<file path="src/rtl/hub75_scan_ctrl_pkg.sv">
// Shared HUB75 scan types: FSM state encoding, default panel geometry, address-width helper.
package hub75_pkg;

    localparam int DEF_COLS = 64;
    localparam int DEF_ROWS = 32;
    localparam int DEF_BITS = 8;

    typedef enum logic [2:0] {
        IDLE,
        SHIFT,
        LATCH,
        DISPLAY,
        ROW_ADV
    } scan_state_e;

    // Never returns zero, so a single-entry dimension still yields a legal 1-bit bus.
    function automatic int addr_w(input int n);
        return (n > 1) ? $clog2(n) : 1;
    endfunction

endpackage

</file>
<file path="src/rtl/hub75_scan_ctrl_bcm_timer.sv">
// BCM on-time down-counter: load BASE_ON<<plane, count down while run, done on the last cycle.
// Latency: done is combinational from the count register; the count spans exactly the loaded value.
// Backpressure: none; run is owned by the scan FSM.
module hub75_bcm_timer #(
    parameter int BASE_ON = 4,
    parameter int BITS    = 8,
    parameter int PW      = 3
) (
    input  logic          clk,
    input  logic          rst,
    input  logic          load,
    input  logic [PW-1:0] plane,
    input  logic          run,
    output logic          done
);
    localparam int TW = $clog2(BASE_ON << (BITS - 1)) + 1;

    logic [TW-1:0] cnt_q, cnt_d;

    always_comb begin
        cnt_d = cnt_q;
        if (load) begin
            cnt_d = TW'(BASE_ON) << plane;
        end else if (run && (cnt_q != '0)) begin
            cnt_d = cnt_q - TW'(1);
        end
    end

    always_ff @(posedge clk) begin
        if (rst) begin
            cnt_q <= '0;
        end else begin
            cnt_q <= cnt_d;
        end
    end

    assign done = run && (cnt_q == TW'(1));

endmodule

</file>
<file path="src/rtl/hub75_scan_ctrl.sv">
// HUB75 scan controller: shift/latch/BCM-display per plane, row advance, frame-boundary buffer swap.
// Latency: all outputs registered; HUB75_GHOST_BLANK_EN adds GHOST_CYCLES of dead time before row_clk.
// Backpressure: en and swap_req are honoured only at the row-advance exit; never stalls mid-row.
module hub75_scan_ctrl
    import hub75_pkg::*;
#(
    parameter int COLS         = DEF_COLS,
    parameter int ROWS         = DEF_ROWS,
    parameter int BITS         = DEF_BITS,
    parameter int BASE_ON      = 4,
    parameter int GHOST_CYCLES = 4
) (
    input  logic                     clk,
    input  logic                     rst,
    input  logic                     en,
    input  logic                     swap_req,
    output logic                     swap_ack,
    output logic                     buf_sel,
    output logic [addr_w(COLS)-1:0]  col,
    output logic [addr_w(ROWS)-1:0]  row,
    output logic [addr_w(BITS)-1:0]  plane,
    output logic                     clk_out,
    output logic                     lat,
    output logic                     blank,
    output logic                     row_clk,
    output logic                     row_data,
    output logic                     frame_start
);
    localparam int CW = addr_w(COLS);
    localparam int RW = addr_w(ROWS);
    localparam int PW = addr_w(BITS);
`ifdef HUB75_GHOST_BLANK_EN
    localparam int PULSE_IDX = GHOST_CYCLES;
`else
    localparam int PULSE_IDX = 0;
`endif
    localparam int AW = addr_w(GHOST_CYCLES + 2) + 1;

    scan_state_e   state_q, state_d;
    logic [CW-1:0] col_q, col_d;
    logic [RW-1:0] row_q, row_d;
    logic [PW-1:0] plane_q, plane_d;
    logic [AW-1:0] adv_q, adv_d;
    logic          buf_sel_q, buf_sel_d;
    logic          pend_q, pend_d;
    logic          fs_pend_q, fs_pend_d;
    logic          clk_out_q, clk_out_d;
    logic          lat_q, lat_d;
    logic          blank_q, blank_d;
    logic          row_clk_q, row_clk_d;
    logic          row_data_q, row_data_d;
    logic          swap_ack_q, swap_ack_d;
    logic          frame_start_q, frame_start_d;

    logic          tmr_load, tmr_run, tmr_done;
    logic [RW-1:0] next_row;
    logic          row_wrap;

    assign tmr_load = (state_q == LATCH);
    assign tmr_run  = (state_q == DISPLAY);
    assign row_wrap = (row_q == RW'(ROWS - 1));
    assign next_row = row_wrap ? '0 : row_q + RW'(1);

    hub75_bcm_timer #(
        .BASE_ON (BASE_ON),
        .BITS    (BITS),
        .PW      (PW)
    ) u_bcm_timer (
        .clk   (clk),
        .rst   (rst),
        .load  (tmr_load),
        .plane (plane_q),
        .run   (tmr_run),
        .done  (tmr_done)
    );

    // Outputs are computed for the state being entered, so each pin is a flop aligned with state_q.
    always_comb begin
        state_d       = state_q;
        col_d         = col_q;
        row_d         = row_q;
        plane_d       = plane_q;
        adv_d         = adv_q;
        buf_sel_d     = buf_sel_q;
        pend_d        = pend_q | swap_req;
        fs_pend_d     = fs_pend_q;
        clk_out_d     = 1'b0;
        lat_d         = 1'b0;
        blank_d       = 1'b1;
        row_clk_d     = 1'b0;
        row_data_d    = 1'b0;
        swap_ack_d    = 1'b0;
        frame_start_d = 1'b0;

        unique case (state_q)
            IDLE: begin
                if (en) begin
                    state_d       = SHIFT;
                    col_d         = '0;
                    plane_d       = '0;
                    frame_start_d = fs_pend_q;
                    fs_pend_d     = 1'b0;
                end
            end
            SHIFT: begin
                if (!clk_out_q) begin
                    clk_out_d = 1'b1;
                end else if (col_q == CW'(COLS - 1)) begin
                    state_d = LATCH;
                    lat_d   = 1'b1;
                end else begin
                    col_d = col_q + CW'(1);
                end
            end
            LATCH: begin
                state_d = DISPLAY;
                blank_d = 1'b0;
            end
            DISPLAY: begin
                if (!tmr_done) begin
                    blank_d = 1'b0;
                end else if (plane_q != PW'(BITS - 1)) begin
                    state_d = SHIFT;
                    plane_d = plane_q + PW'(1);
                    col_d   = '0;
                end else begin
                    state_d    = ROW_ADV;
                    plane_d    = '0;
                    adv_d      = '0;
                    row_clk_d  = (PULSE_IDX == 0);
                    row_data_d = (PULSE_IDX == 0) && row_wrap;
                end
            end
            ROW_ADV: begin
                if (adv_q == AW'(PULSE_IDX + 1)) begin
                    row_d = next_row;
                    col_d = '0;
                    if (en) begin
                        state_d       = SHIFT;
                        frame_start_d = row_wrap;
                    end else begin
                        state_d   = IDLE;
                        fs_pend_d = row_wrap;
                    end
                end else begin
                    adv_d      = adv_q + AW'(1);
                    row_clk_d  = ((adv_q + AW'(1)) == AW'(PULSE_IDX));
                    row_data_d = ((adv_q + AW'(1)) == AW'(PULSE_IDX)) && row_wrap;
                end
                // Decided one cycle early so the registered ack lands on the exit cycle.
                if ((adv_q == AW'(PULSE_IDX)) && row_wrap && (pend_q || swap_req)) begin
                    swap_ack_d = 1'b1;
                    buf_sel_d  = ~buf_sel_q;
                    pend_d     = 1'b0;
                end
            end
            default: state_d = IDLE;
        endcase
    end

    always_ff @(posedge clk) begin
        if (rst) begin
            state_q       <= IDLE;
            col_q         <= '0;
            row_q         <= '0;
            plane_q       <= '0;
            adv_q         <= '0;
            buf_sel_q     <= 1'b0;
            pend_q        <= 1'b0;
            fs_pend_q     <= 1'b1;
            clk_out_q     <= 1'b0;
            lat_q         <= 1'b0;
            blank_q       <= 1'b1;
            row_clk_q     <= 1'b0;
            row_data_q    <= 1'b0;
            swap_ack_q    <= 1'b0;
            frame_start_q <= 1'b0;
        end else begin
            state_q       <= state_d;
            col_q         <= col_d;
            row_q         <= row_d;
            plane_q       <= plane_d;
            adv_q         <= adv_d;
            buf_sel_q     <= buf_sel_d;
            pend_q        <= pend_d;
            fs_pend_q     <= fs_pend_d;
            clk_out_q     <= clk_out_d;
            lat_q         <= lat_d;
            blank_q       <= blank_d;
            row_clk_q     <= row_clk_d;
            row_data_q    <= row_data_d;
            swap_ack_q    <= swap_ack_d;
            frame_start_q <= frame_start_d;
        end
    end

    assign swap_ack    = swap_ack_q;
    assign buf_sel     = buf_sel_q;
    assign col         = col_q;
    assign row         = row_q;
    assign plane       = plane_q;
    assign clk_out     = clk_out_q;
    assign lat         = lat_q;
    assign blank       = blank_q;
    assign row_clk     = row_clk_q;
    assign row_data    = row_data_q;
    assign frame_start = frame_start_q;

endmodule

</file>
<file path="config.mk">
export PLATFORM = sky130hd
export DESIGN_NAME = hub75_scan_ctrl
export DESIGN_NICKNAME = d
export VERILOG_FILES = /design/src/rtl/hub75_scan_ctrl_pkg.sv /design/src/rtl/hub75_scan_ctrl_bcm_timer.sv /design/src/rtl/hub75_scan_ctrl.sv
export SDC_FILE = /design/constraint.sdc
export NUM_CORES = 1
export LEC_CHECK = 0
export ABC_AREA = 1
export CORE_MARGIN = 2
export CORE_UTILIZATION = 40
export DETAILED_ROUTE_END_ITERATION = 6
export DONT_BUFFER_PORTS = 1
export GPL_TIMING_DRIVEN = 0
export PLACE_DENSITY = 0.64
export SETUP_SLACK_MARGIN = 0.3
export SYNTH_ARGS = -nofsm -noshare
export SYNTH_HDL_FRONTEND = slang
export SYNTH_HIERARCHICAL = 1
export SYNTH_SLANG_ARGS = --single-unit
</file>
<file path="constraint.sdc">
create_clock -name clk -period 3.33 [get_ports clk]
set_clock_uncertainty 0.1 [all_clocks]
set_input_delay 0.666 -clock clk [delete_from_list [all_inputs] [get_ports clk]]
set_output_delay 0.666 -clock clk [all_outputs]
set_load 0.01 [all_outputs]
</file>
Word level (Yosys, flattened, before mapping)
Index checks and enable logic that the tools add are counted.
- $add $sub $neg: 5
- equal/unequal tests: 19
- shift operators: 1
- multiplexer cells: 49
- bitwise gates (word level): 5
- reductions and logical operators: 25
- operators by type and width (kind ; number):
    $mux 6 ; 6
    $mux 3 ; 9
    $pmux 6 s4 ; 1
    $mux 10 ; 2
    $ne 2x2->1 const B ; 10
    $mux 1 ; 19
    $pmux 3 s5 ; 1
    $mux 4 ; 3
    $eq 10x1->1 const B ; 1
    $pmux 1 s2 ; 5
    $reduce_bool 10->1 ; 1
    $shl 3x3->10 const A ; 1
    $sub 10x1->10 const B ; 1
    $logic_not 4->1 ; 2
    $pmux 4 s2 ; 1
    $reduce_and 4->1 ; 2
    $reduce_bool 2->1 ; 4
    $reduce_and 7->1 ; 1
    $add 6x1->6 const B ; 1
    $eq 3x2->1 const B ; 2
    $eq 6x6->1 const B ; 1
    $pmux 3 s2 ; 1
    $add 5x1->5 const B ; 1
    $eq 5x5->1 const B ; 1
    18 further kinds ; 27
- flip-flop bits (word level): 41
- bits of input ports: 4
- output and inout port bits: 22
- word-level logic and storage cells: 120

Longest topological paths before layout
- word-level depth: 5
- gate-level depth with buffers: 13
- depth with buffers taken out: 13

Modules after synthesis
The synthesis kept the hierarchy.
- modules (own cells, without submodules) (module ; instances ; cells an instance ; area an instance (µm²) ; sequential area each (µm²)):
    hub75_scan_ctrl ; 1 ; 223 ; 1666.6 ; 620.6
    hub75_bcm_timer ; 1 ; 135 ; 797.0 ; 200.2

Least setup slack after synthesis
Ideal clock, no wire load.
- path type: register -> register
- start: register state_q[0]
- end: register adv_q[2]
- library setup time: 0.116 ns
- arrival: 1.504 ns
- required time: 3.114 ns
- path slack: 1.610 ns
- stages on the path, launching flop included: 12
- path buffers: 0
- period minus slack after synthesis: 1.720 ns
- path through: dfxtp_1 -> nand3_2 -> inv_2 -> nand4_1 -> nor2_1 -> inv_1 -> nor2_1 -> nand2_1 -> nand2_1 -> inv_1 -> o21ai_0 -> nor2_1
- longest elaborated chain between the ends: 4
- elaborated cells on any way between the ends: 9
- classes of those cells: 5 x eq/ne; 1 x mux; 3 x reduce/logical
- RTL lines (what ; RTL line ; text):
    start, declared ; hub75_scan_ctrl.sv:39 ; scan_state_e state_q, state_d;
    start signal, assigned ; hub75_scan_ctrl.sv:179 ; state_q <= state_d;
    $eq 3x2->1 ; hub75_scan_ctrl.sv:60 ; assign tmr_run = (state_q == DISPLAY);
    named net tmr_run ; hub75_scan_ctrl.sv:55 ; logic tmr_load, tmr_run, tmr_done;
    $logic_and 1x1->1 ; hub75_scan_ctrl_bcm_timer.sv:37 ; assign done = run && (cnt_q == TW'(1));
    named net tmr_done ; hub75_scan_ctrl.sv:55 ;
    $ne 2x2->1 (no line) ; - ;
    $reduce_and 4->1 (no line) ; - ;
    end signal, assigned ; hub75_scan_ctrl.sv:183 ; adv_q <= adv_d;
    end, declared ; hub75_scan_ctrl.sv:43 ; logic [AW-1:0] adv_q, adv_d;
The timed path passes the listed nets, and every way through them passes these cells.
A chain may end at the register's enable or synchronous reset.

Worst setup path in the final report
Ends and elaborated chain as after synthesis.

==> flow_metrics.tcl <==
set metrics [dict create \
    postCtsSetupBuffers 0 \
    hold_path_class "reg -> reg" \
    synth_nets 372 \
    ctsResizeCount 0 \
    cts_buffers 5 \
    r2r_cells 11 \
    clk_pin_slew_ns 0.09 \
    htreeDepth 2 \
    r2r-end "adv_q[2]$_SDFFE_PP0P_" \
    layout-drive-gt1-share 0.158 \
    drv_cap 0 \
    drcViolationCount 0 \
    endpoint "adv_q[2]$_SDFFE_PP0P_" \
    placed_area_um2 2560 \
    cp-end-kind "flip-flop" \
    num_rows 28 \
    syn2layout_area_growth_pct 8.48 \
    leakage_nw 1.21 \
    status "finished, final reports clean" \
    yosys_warnings 6 \
    final_cell_mix "nand2_1, nor2_1, dfxtp_1" \
    nets 379 \
    clk_latency_ns 0.30 \
    grt_pass1_vias 2040 \
    grt_start_max_net_pins 15 \
    cp_slowest_stage_delay_ns 0.51 \
    dp.final_hpwl_mm 4.01 \
    grt_overflow_total 0 \
    crit_path_cell_trace "nand3_2 -> inv_2 -> nand4_1 -> nor2_1 -> inv_1 -> nor2_1 -> nand2_1 -> nand2_1 -> inv_1 -> o21ai_0 -> nor2_1" \
    drt_iter0_drc 86 \
    grt_pass1_wl_mm 8.97 \
    cpMostUsedCell "nor2_1" \
    die_width_um 82.5 \
    start_util 0.416 \
    dieArea_um2 6800 \
    final_common_cell "nand2_1" \
    ir_worst_vdd_mv 0.336 \
    yosysSeqAreaShare 0.333 \
    place.gp.congestion 0.851 \
    track_usage 0.171 \
    ys_types 33 \
    fill_cells 624 \
    drt-total-wl_mm 5.16 \
    setup-violations-final 0 \
    io_pins 26 \
    synth_area_um2 2460 \
    final_cell_area_um2 2670 \
    synth-seq-cells 41 \
    path_max_fanout 7 \
    slew_violations 0 \
    worst_ep_arrival_time_ns 2.10 \
    cts_hold_buf 0 \
    vias 2196 \
    setup_tns_ns 0 \
    min_period_ns 2.00 \
    firstDrtPassIters 4 \
    max-clock-path-buffers 2 \
    max_slew_margin 0.598 \
    cts_num_sinks 41 \
    hold_violations 0 \
    criticalPathCategory "reg -> reg" \
    cp-start-kind "flip-flop" \
    cts_tree "built" \
    wl_per_cell_um 11.7 \
    r2r_slack_ns 1.33 \
    antenna_left 0 \
    rsz0062_at_grt "no" \
    die-height_um 82.5 \
    slowest_stage "dfxtp_1" \
    cts_root_buf "clkbuf_8" \
    cp-startpoint "state_q[0]$_SDFFE_PP0P_" \
    synth_area_per_cell_um2 6.88 \
    fmax_mhz 499 \
    diodes 0 \
    worstMarginPinSlew_ns 0.603 \
    antenna_found_initial 0 \
    coreArea_um2 5920 \
    power_density_nw_per_um2 840 \
    portBuffers 0 \
    syn-instance-count 358 \
    rr_startpoint "state_q[0]$_SDFFE_PP0P_" \
    via_per_inst 4.98 \
    worst_ep_required_time_ns 3.42 \
    fin_crit_sh 0.602 \
]
cells in the mapped netlist:
| library cell | number | area (um^2) |
|---|---|---|
| nor3_1 | 8 | 40.0 |
| inv_2 | 4 | 15.0 |
| o21ai_2 | 1 | 8.76 |
| o211ai_1 | 1 | 7.51 |
| clkbuf_1 | 1 | 3.75 |
| nand3b_1 | 2 | 15.0 |
| buf_2 | 2 | 10.0 |
| xnor2_1 | 1 | 8.76 |
| nand3_1 | 32 | 160 |
| xor2_1 | 2 | 17.5 |
| clkinv_2 | 1 | 5.00 |
| a21oi_1 | 17 | 85.1 |
| nand2_8 | 1 | 20.0 |
| nand4_1 | 4 | 25.0 |
| nand2_1 | 74 | 278 |
| or2_2 | 3 | 18.8 |
| nor3b_1 | 1 | 7.51 |
| nor2_4 | 6 | 67.6 |
| nor2_2 | 6 | 37.5 |
| nand3b_2 | 1 | 11.3 |
| buf_8 | 1 | 15.0 |
| nand3_2 | 8 | 80.1 |
| o21ai_0 | 15 | 75.1 |
| nand2_2 | 7 | 43.8 |
| buf_6 | 2 | 22.5 |
| o21ai_1 | 1 | 5.00 |
| inv_1 | 39 | 146 |
| a21oi_2 | 3 | 26.3 |
| nand2_4 | 3 | 33.8 |
| dfxtp_1 | 41 | 821 |
| inv_4 | 1 | 6.26 |
| ha_1 | 10 | 125 |
| nor2_1 | 59 | 221 |
metrics by stage:
step	worst slack, ns	hold WS, ns	utilization	power (mW)	cells
2_1_floorplan	1.61	0.355	-	1.66	358
5_1_grt	1.14	0.397	0.451	2.47	441
3_3_place_gp	1.35	0.379	0.432	1.83	433
4_1_cts	1.33	0.397	0.451	2.27	441
6_report	1.33	0.391	0.451	2.25	441
3_5_place_dp	1.35	0.384	0.432	1.85	433
sequential cells by signal, indices dropped and copies added (netlist names), 3 cells and up:
signal,count
plane,3
state_q,3
row,5
u_bcm_timer/cnt_q,10
adv_q,4
col,6
report_power, final:
part / internal (mW) / total, mW / switching (mW)
registers: 0.588 / 0.721 / 0.133
logic: 0.427 / 1.12 / 0.691
clock network: 0.224 / 0.407 / 0.182
total: 1.24 / 2.25 / 1.01
worst min path at each step:
stage,from,end,slack [ns],depth (start not counted)
5_1_grt,en,frame_start$_SDFF_PP0_,0.40,2
3_5_place_dp,fs_pend_q$_SDFFE_PP1P_,frame_start$_SDFF_PP0_,0.38,2
3_3_place_gp,fs_pend_q$_SDFFE_PP1P_,frame_start$_SDFF_PP0_,0.38,2
4_1_cts,fs_pend_q$_SDFFE_PP1P_,frame_start$_SDFF_PP0_,0.40,2
2_1_floorplan,fs_pend_q$_SDFFE_PP1P_,frame_start$_SDFF_PP0_,0.35,2
6_report,fs_pend_q$_SDFFE_PP1P_,frame_start$_SDFF_PP0_,0.39,2
kinds of logic (layout without fill, tap and decap cells):
family / after synthesis / after routing / share of synthesized area
compound gates: 38 / 38 / 0.0843
xor+xnor: 3 / 3 / 0.0107
fa+ha+maj: 10 / 10 / 0.0508
buf+inv: 51 / 59 / 0.0909
flops: 41 / 41 / 0.333
simple gates: 215 / 215 / 0.430
layer usage:
metal	track usage	vias to the layer above	routed length [um]
li1	-	1161	-
met1	0.210	1002	2440
met2	0.294	28	2440
met3	0.0435	5	227
met4	0.0483	0	54
met5	0	-	0
critical path, delay by kind of cell, from the launching register on:
| family | cells | cell delay [ns] |
|---|---|---|
| and+or+nand+nor | 7 | 0.79 |
| DFF | 1 | 0.51 |
| buffers and inverters | 3 | 0.35 |
| AOI/OAI and AO/OA | 1 | 0.15 |
final cells by class:
| cell class | count | area [um^2] | share of cell area |
|---|---|---|---|
| Multi-Input combinational cell | 266 | 1420 | 0.531 |
| Sequential cell | 41 | 821 | 0.307 |
| Inverter | 45 | 173 | 0.0646 |
| Tap cell | 75 | 93.8 | 0.0351 |
| Clock buffer | 5 | 68.8 | 0.0257 |
| Buffer | 6 | 51.3 | 0.0192 |
| Clock inverter | 3 | 46.3 | 0.0173 |
(Power assumes the default switching activity.)
